<file path="src/rtl/aes_stream_ctrl_if.sv">
// Word-stream handshake bundle for the AES stream controller.
// Plaintext words flow in on s_*, ciphertext words flow out on m_*.
interface aes_stream_ctrl_if;
    logic [31:0] s_data;
    logic        s_valid;
    logic        s_ready;
    logic [31:0] m_data;
    logic        m_valid;
    logic        m_last;
    logic        m_ready;

    modport master (
        output s_data,
        output s_valid,
        output m_ready,
        input  s_ready,
        input  m_data,
        input  m_valid,
        input  m_last
    );

    modport slave (
        input  s_data,
        input  s_valid,
        input  m_ready,
        output s_ready,
        output m_data,
        output m_valid,
        output m_last
    );
endinterface

</file>
<file path="src/rtl/aes_stream_ctrl.sv">
// Stream front/back end for a pipelined AES-128 encrypt core.
// Packs 32-bit words into blocks, tags them through the core, buffers and re-serialises.
module aes_stream_ctrl #(
    parameter int CORE_LATENCY = 10,
    parameter int OUT_DEPTH    = 2
) (
    input  logic             clk,
    input  logic             rst_n,
    input  logic [127:0]     key_in,
    input  logic             key_we,
    output logic             key_ready,
    output logic [127:0]     core_data,
    output logic [127:0]     core_key,
    input  logic [127:0]     core_out,
    aes_stream_ctrl_if.slave bus
);
    localparam int CW = $clog2(OUT_DEPTH + 1);
    localparam int PW = (OUT_DEPTH > 1) ? $clog2(OUT_DEPTH) : 1;
    localparam logic [CW-1:0] CNT_MAX = CW'(OUT_DEPTH);
    localparam logic [PW-1:0] PTR_MAX = PW'(OUT_DEPTH - 1);

    logic                  run_q;
    logic [1:0]            wcnt;
    logic [95:0]           hold;
    logic [CORE_LATENCY:0] tags;
    logic [CW-1:0]         outst;
    logic [CW-1:0]         occ;
    logic [PW-1:0]         head;
    logic [PW-1:0]         tail;
    logic [1:0]            wptr;
    logic [127:0]          ob [OUT_DEPTH];
    logic [127:0]          head_blk;

    logic s_acc;
    logic issue;
    logic cap;
    logic m_acc;
    logic pop;
    logic buf_empty;
    logic buf_full;

    assign s_acc     = bus.s_valid & bus.s_ready;
    assign issue     = s_acc & (wcnt == 2'd3);
    assign cap       = tags[CORE_LATENCY];
    assign buf_empty = (occ == '0);
    assign buf_full  = (occ == CNT_MAX);
    assign m_acc     = bus.m_valid & bus.m_ready;
    assign pop       = m_acc & (wptr == 2'd3);
    assign head_blk  = ob[head];

    // The 4th word only goes in when a buffer slot is guaranteed for it.
    assign bus.s_ready = run_q & ((wcnt != 2'd3) | (outst < CNT_MAX));
    assign key_ready   = (wcnt == 2'd0) & (outst == '0);
    assign bus.m_valid = ~buf_empty;
    assign bus.m_last  = ~buf_empty & (wptr == 2'd3);

    // Pick the head block's current word, most significant first.
    always_comb begin
        bus.m_data = '0;
        if (!buf_empty) begin
            unique case (wptr)
                2'd0: bus.m_data = head_blk[127:96];
                2'd1: bus.m_data = head_blk[95:64];
                2'd2: bus.m_data = head_blk[63:32];
                2'd3: bus.m_data = head_blk[31:0];
            endcase
        end
    end

    // Hold off input acceptance until the first edge after reset release.
    always_ff @(posedge clk or negedge rst_n) begin
        if (!rst_n) begin
            run_q <= 1'b0;
        end else begin
            run_q <= 1'b1;
        end
    end

    // Key register, only writable while the core is completely idle.
    always_ff @(posedge clk or negedge rst_n) begin
        if (!rst_n) begin
            core_key <= '0;
        end else if (key_we && key_ready) begin
            core_key <= key_in;
        end
    end

    // Word assembler: shift in three words, issue on the fourth.
    always_ff @(posedge clk or negedge rst_n) begin
        if (!rst_n) begin
            wcnt      <= 2'd0;
            hold      <= '0;
            core_data <= '0;
        end else if (s_acc) begin
            wcnt <= wcnt + 2'd1;
            hold <= {hold[63:0], bus.s_data};
            if (wcnt == 2'd3) begin
                core_data <= {hold, bus.s_data};
            end
        end
    end

    // Valid tags shadow each block through the untagged core pipeline.
    always_ff @(posedge clk or negedge rst_n) begin
        if (!rst_n) begin
            tags <= '0;
        end else begin
            tags <= {tags[CORE_LATENCY-1:0], issue};
        end
    end

    // Blocks owed to the output: in the core plus sitting in the buffer.
    always_ff @(posedge clk or negedge rst_n) begin
        if (!rst_n) begin
            outst <= '0;
        end else begin
            unique case ({issue, pop})
                2'b10:   outst <= outst + 1'b1;
                2'b01:   outst <= outst - 1'b1;
                default: outst <= outst;
            endcase
        end
    end

    // Buffer write side: capture core output when its tag emerges.
    always_ff @(posedge clk or negedge rst_n) begin
        if (!rst_n) begin
            tail <= '0;
            for (int i = 0; i < OUT_DEPTH; i++) begin
                ob[i] <= '0;
            end
        end else if (cap) begin
            ob[tail] <= core_out;
            tail     <= (tail == PTR_MAX) ? '0 : tail + 1'b1;
        end
    end

    // Buffer read side: step through words, retire block on last word.
    always_ff @(posedge clk or negedge rst_n) begin
        if (!rst_n) begin
            head <= '0;
            wptr <= 2'd0;
        end else if (m_acc) begin
            wptr <= wptr + 2'd1;
            if (pop) begin
                head <= (head == PTR_MAX) ? '0 : head + 1'b1;
            end
        end
    end

    // Buffer occupancy; a capture and a pop on one edge cancel out.
    always_ff @(posedge clk or negedge rst_n) begin
        if (!rst_n) begin
            occ <= '0;
        end else begin
            unique case ({cap, pop})
                2'b10:   occ <= occ + 1'b1;
                2'b01:   occ <= occ - 1'b1;
                default: occ <= occ;
            endcase
        end
    end

    // Credit gating must make these impossible.
    a_no_overflow: assert property (
        @(posedge clk) disable iff (!rst_n) !(cap && buf_full)
    );
    a_credit_bound: assert property (
        @(posedge clk) disable iff (!rst_n) outst <= CNT_MAX
    );
    a_occ_le_outst: assert property (
        @(posedge clk) disable iff (!rst_n) occ <= outst
    );
    a_hold_stall: assert property (
        @(posedge clk) disable iff (!rst_n)
        (bus.m_valid && !bus.m_ready) |=>
        (bus.m_valid && $stable(bus.m_data) && $stable(bus.m_last))
    );
endmodule

</file>
<file path="src/flat_wrapper.sv">
// flat-port wrapper written by rule: the top's interface ports become plain ports
module aes_stream_ctrl_flat 
#(
    parameter int CORE_LATENCY = 10,
    parameter int OUT_DEPTH    = 2
)
  (clk, rst_n, key_in, key_we, key_ready, core_data, core_key, core_out, bus_s_data, bus_s_valid, bus_m_ready, bus_s_ready, bus_m_data, bus_m_valid, bus_m_last);
  aes_stream_ctrl_if bus_i ();
  input  logic clk;
  input  logic rst_n;
  input  logic [127:0] key_in;
  input  logic key_we;
  output logic key_ready;
  output logic [127:0] core_data;
  output logic [127:0] core_key;
  input  logic [127:0] core_out;
  input wire logic [$bits(bus_i.s_data)-1:0] bus_s_data;
  input wire logic [$bits(bus_i.s_valid)-1:0] bus_s_valid;
  input wire logic [$bits(bus_i.m_ready)-1:0] bus_m_ready;
  output wire logic [$bits(bus_i.s_ready)-1:0] bus_s_ready;
  output wire logic [$bits(bus_i.m_data)-1:0] bus_m_data;
  output wire logic [$bits(bus_i.m_valid)-1:0] bus_m_valid;
  output wire logic [$bits(bus_i.m_last)-1:0] bus_m_last;
  assign bus_i.s_data = bus_s_data;
  assign bus_i.s_valid = bus_s_valid;
  assign bus_i.m_ready = bus_m_ready;
  assign bus_s_ready = bus_i.s_ready;
  assign bus_m_data = bus_i.m_data;
  assign bus_m_valid = bus_i.m_valid;
  assign bus_m_last = bus_i.m_last;
  aes_stream_ctrl #(.CORE_LATENCY(CORE_LATENCY), .OUT_DEPTH(OUT_DEPTH)) u_core (.clk(clk), .rst_n(rst_n), .key_in(key_in), .key_we(key_we), .key_ready(key_ready), .core_data(core_data), .core_key(core_key), .core_out(core_out), .bus(bus_i));
endmodule
</file>
<file path="config.mk">
export PLATFORM = sky130hd
export DESIGN_NAME = aes_stream_ctrl_flat
export DESIGN_NICKNAME = d
export VERILOG_FILES = /design/src/rtl/aes_stream_ctrl_if.sv /design/src/rtl/aes_stream_ctrl.sv /design/src/flat_wrapper.sv
export SDC_FILE = /design/constraint.sdc
export NUM_CORES = 1
export LEC_CHECK = 0
export CAP_MARGIN = 20
export CORE_AREA = 2 2 272 274
export CTS_CLUSTER_SIZE = 12
export DETAILED_ROUTE_END_ITERATION = 8
export DIE_AREA = 0 0 274 276
export GPL_TIMING_DRIVEN = 0
export PLACE_DENSITY = 0.59
export SYNTH_ARGS = -nofsm -noshare
export SYNTH_HDL_FRONTEND = slang
export SYNTH_SLANG_ARGS = --single-unit
</file>
<file path="constraint.sdc">
create_clock -name clk -period 2.8 [get_ports clk]
set_input_delay 0.7 -clock clk [delete_from_list [all_inputs] [get_ports clk]]
set_output_delay 0.7 -clock clk [all_outputs]
set_load 0.02 [all_outputs]
</file>
==> reports/summary.txt <==
CRITICAL PATH
--------------------------------------------------------------------------------
R2r setup slk                                                             670 ps
Max FO, Critical Path                                                          8
CP peak stage delay                                                       470 ps
Max stage delay cell, worst path                                         dfrtp_2
Cell type group with the largest total delay on the critical path   buffers and inverters
Critical path buffer and inverter count                                        4
Data arrival at the endpoint of the critical path                        2300 ps
Worst EP required                                                        2100 ps
Type of the setup path with the least slack                           reg -> out
Critical path startpoint category                                      flip-flop
Critical R2R Capture                                                u_core.hold[80]$_DFFE_PN0P_
Critical path startpoint                                            u_core.wptr[0]$_DFFE_PN0N_
Instance count on the critical path                                            8
Number of cell instances on the worst register-to-register path                5
Endpoint kind of the worst setup timing path                          output pin
Critical path endpoint                                              bus_m_data[15]
Worst r2r src                                                       u_core.wcnt[1]$_DFFE_PN0P_
Cells traversed along the worst timing path                         inv_4, ha_4, buf_12, clkbuf_16, a22oi_2, a32oi_1, and3_4, buf_6

ROUTING
--------------------------------------------------------------------------------
Total iterations of the first detailed-routing run                             5
Detailed-route vias per instance                                            4.95
DRT Wirelength                                                           78.3 mm
Antenna-violating nets left                                                    0
Average detailed-routed wire length per instance                         23.4 um
Remaining design rule violation count                                          0
Detailed router's first-iteration violation count                            857
Total vias in the final route                                              16543

CELLS AND AREA
--------------------------------------------------------------------------------
NumNets Final                                                               2623
Commonest cells after routing, fill and taps aside                  dfrtp_1, clkdlybuf4s50_1, mux2_2
Layout Area Growth over Synthesis                                          42.3%
Post-route non-filler standard cell count                                   3341
Final core utilization                                                     0.496
Fraction of final layout cells sized beyond drive strength 1               0.362
Commonest non-fill, non-tap cell in the layout                           dfrtp_1

YOSYS
--------------------------------------------------------------------------------
Count of yosys warnings during synthesis                                       0
Fraction of post-synthesis cell area in the top cell type by area          0.623
Total standard cell area after synthesis                              25300 um^2
Post-Syn Area per Cell                                                 15.4 um^2
Part of the Yosys area used for sequential elements                        0.623
Number of nets in the synthesized netlist                                   1944
Post-synthesis cell count                                                   1643
Total of flip-flops plus latches after synthesis                             630
Synth Flop Type                                                          dfrtp_1
Number of flops mapped to enable cells by yosys                                0
Largest area contributor in the netlist                                  dfrtp_1
Ranking of synthesized cells by area                                dfrtp_1, mux2_2, mux2_1
Count of distinct cell types in the synthesized netlist                       30
Share of flip-flops with an asynchronous set or reset                       1.00

STA
--------------------------------------------------------------------------------
Worst-case headroom to the max-slew limit                                  0.501
Part of the cycle the worst path needs                                      1.07
Count of final max-slew check failures                                         0
Maximum operating frequency                                            0.334 GHz
Slew of the pin with the lowest slew margin                               748 ps
Final critical-path required period                                      3000 ps
Final worst setup slack                                                  -198 ps
Count of endpoints failing hold in the final timing report                     0
Setup repair after global routing missed its margin                          yes
Clock tree skew after final layout                                       19.7 ps
Final setup fails                                                             32

GLOBAL ROUTE
--------------------------------------------------------------------------------
Pin count of the biggest net entering global routing                         121
Wire length of the first global-routing pass                              116 mm
Total overflow reported by the global router                                   0
Antenna violations before repair                                              11
Total Routing Usage GR                                                     0.203
Number of global-route vias before repair                                  18062

FLOORPLAN
--------------------------------------------------------------------------------
Core footprint                                                        72600 um^2
Initial Util                                                               0.348
Die ar.                                                               75600 um^2
Die H                                                                     276 um
I/O pin total                                                                585
Number of standard-cell rows in the floorplan                                 99
Die X                                                                     274 um

RUN STATUS
--------------------------------------------------------------------------------
Failing checks                                                      setup timing
Run status                                                          finished with violations

CLOCK TREE
--------------------------------------------------------------------------------
Skew-Pair Late Insertion Delay                                            610 ps
H-tree depth                                                                   3
Clock root buffer                                                      clkbuf_16
Clk sink count                                                               630
Number of buffers created by CTS                                              70
TritonCTS clock tree                                                       built
Clock Pin Slew Worst Setup and Hold Paths                                  60 ps
Worst-case clock buffer depth                                                  3

MIN PATH
--------------------------------------------------------------------------------
Worst hold path type                                                 in -> async

POWER AND IR DROP
--------------------------------------------------------------------------------
Static Leakage                                                           15.4 nW
Highest ir drop seen on vdd                                               755 uV
Power density of the placed cells                                   1260 nW/um^2

FLOW RUN
--------------------------------------------------------------------------------
Number of max-cap violations                                                   0

PLACED DESIGN
--------------------------------------------------------------------------------
DPL Wire Length                                                          56.1 mm
Number of buffer cells added on primary ports                                584
Final estimated routing congestion in global placement                     0.833
Placed cell count                                                           3191

==> cell usage after synthesis (3+ instances only) <==
| cell | number |
|---|---|
| a32oi_1 | 32 |
| mux2_1 | 111 |
| mux2i_1 | 32 |
| buf_1 | 3 |
| ha_1 | 8 |
| a22oi_1 | 64 |
| buf_4 | 13 |
| buf_8 | 10 |
| xor2_1 | 4 |
| mux2_2 | 499 |
| inv_1 | 6 |
| nor2_1 | 4 |
| buf_2 | 50 |
| xnor2_1 | 6 |
| dfrtp_1 | 630 |
| nand2_1 | 67 |
| buf_6 | 3 |
| clkbuf_1 | 26 |
| nand3_1 | 32 |
| and3_1 | 33 |
==> worst min path at each step <==
stage | to | slack [ps] | cells after the start
finish | u_core.core_data[112]$_DFFE_PN0P_ | 100 | 1
detailed placement | u_core.tags[8]$_DFF_PN0_ | 340 | 0
CTS | u_core.core_data[112]$_DFFE_PN0P_ | 120 | 1
floorplan | u_core.tags[10]$_DFF_PN0_ | 330 | 0
global placement | u_core.tags[8]$_DFF_PN0_ | 330 | 0
global route | u_core.core_data[112]$_DFFE_PN0P_ | 140 | 1
==> area by class of cell <==
class,instances,area [um^2]
Antenna cell,9,22.5
Inverter,6,27.5
Clock buffer,104,2070
Fill cell,6246,36600
Buffer,104,1060
Multi-Input combinational cell,901,9290
Clock inverter,19,255
Sequential cell,630,15800
Timing Repair Buffer,609,6280
Tap cell,959,1200
==> metal layers <==
| metal | share of wire | up-vias | routed length (um) | track usage |
|---|---|---|---|---|
| met1 | 0.41 | 8616 | 32400 | 0.256 |
| met3 | 0.071 | 138 | 5540 | 0.0566 |
| met2 | 0.49 | 492 | 38000 | 0.334 |
| li1 | - | 7287 | - | - |
| met5 | 0.00080 | - | 63 | 0 |
| met4 | 0.029 | 10 | 2260 | 0.0688 |
==> stage by stage <==
stage                     area [um^2]  setup WS [ps]  TNS (ps)  hold slack, ps  power, mW
after detailed placement        32500           -685    -22130             336       33.9
after global placement          32300         -26730         -             332       33.5
after CTS                       35800           -222     -5450             123       45.4
final                           36000           -198     -4850            98.2       45.2
after floorplan                 25300            482         0             331       25.2
after global routing            36000           -297     -7780             139       47.4
==> sequential cells by signal, indices dropped and copies added, names as in the netlist <==
signal and flops:
u_core.ob 256, u_core.core_data 128, u_core.core_key 128, u_core.hold 96, u_core.tags 11, u_core.occ 2, u_core.outst 2, u_core.wcnt 2
u_core.wptr 2, u_core.head 1, u_core.run_q 1, u_core.tail 1
==> cell families after synthesis <==
logic type | share of synthesized area
mux | 0.284
other cells | 0.000148
compound gates | 0.0307
buf+inv | 0.0270
simple gates | 0.0270
fa+ha+maj | 0.00396
flops | 0.623
xor+xnor | 0.00346
==> report_power, final <==
group          leakage, nW  switching, mW  internal (mW)  total [mW]
clock network         1.15           3.80           5.52        9.32
logic                 6.58           9.37           10.4        19.7
registers             7.64           2.61           13.5        16.1
==> what timing repair did <==
action	4_1_cts	5_1_grt
gates resized for setup	393	31
setup endpoints to repair	36	33
hold buffers	0	0
buffers inserted	10	1
pin swaps	55	56
cloned	9	0
(Power assumes the default switching activity.)
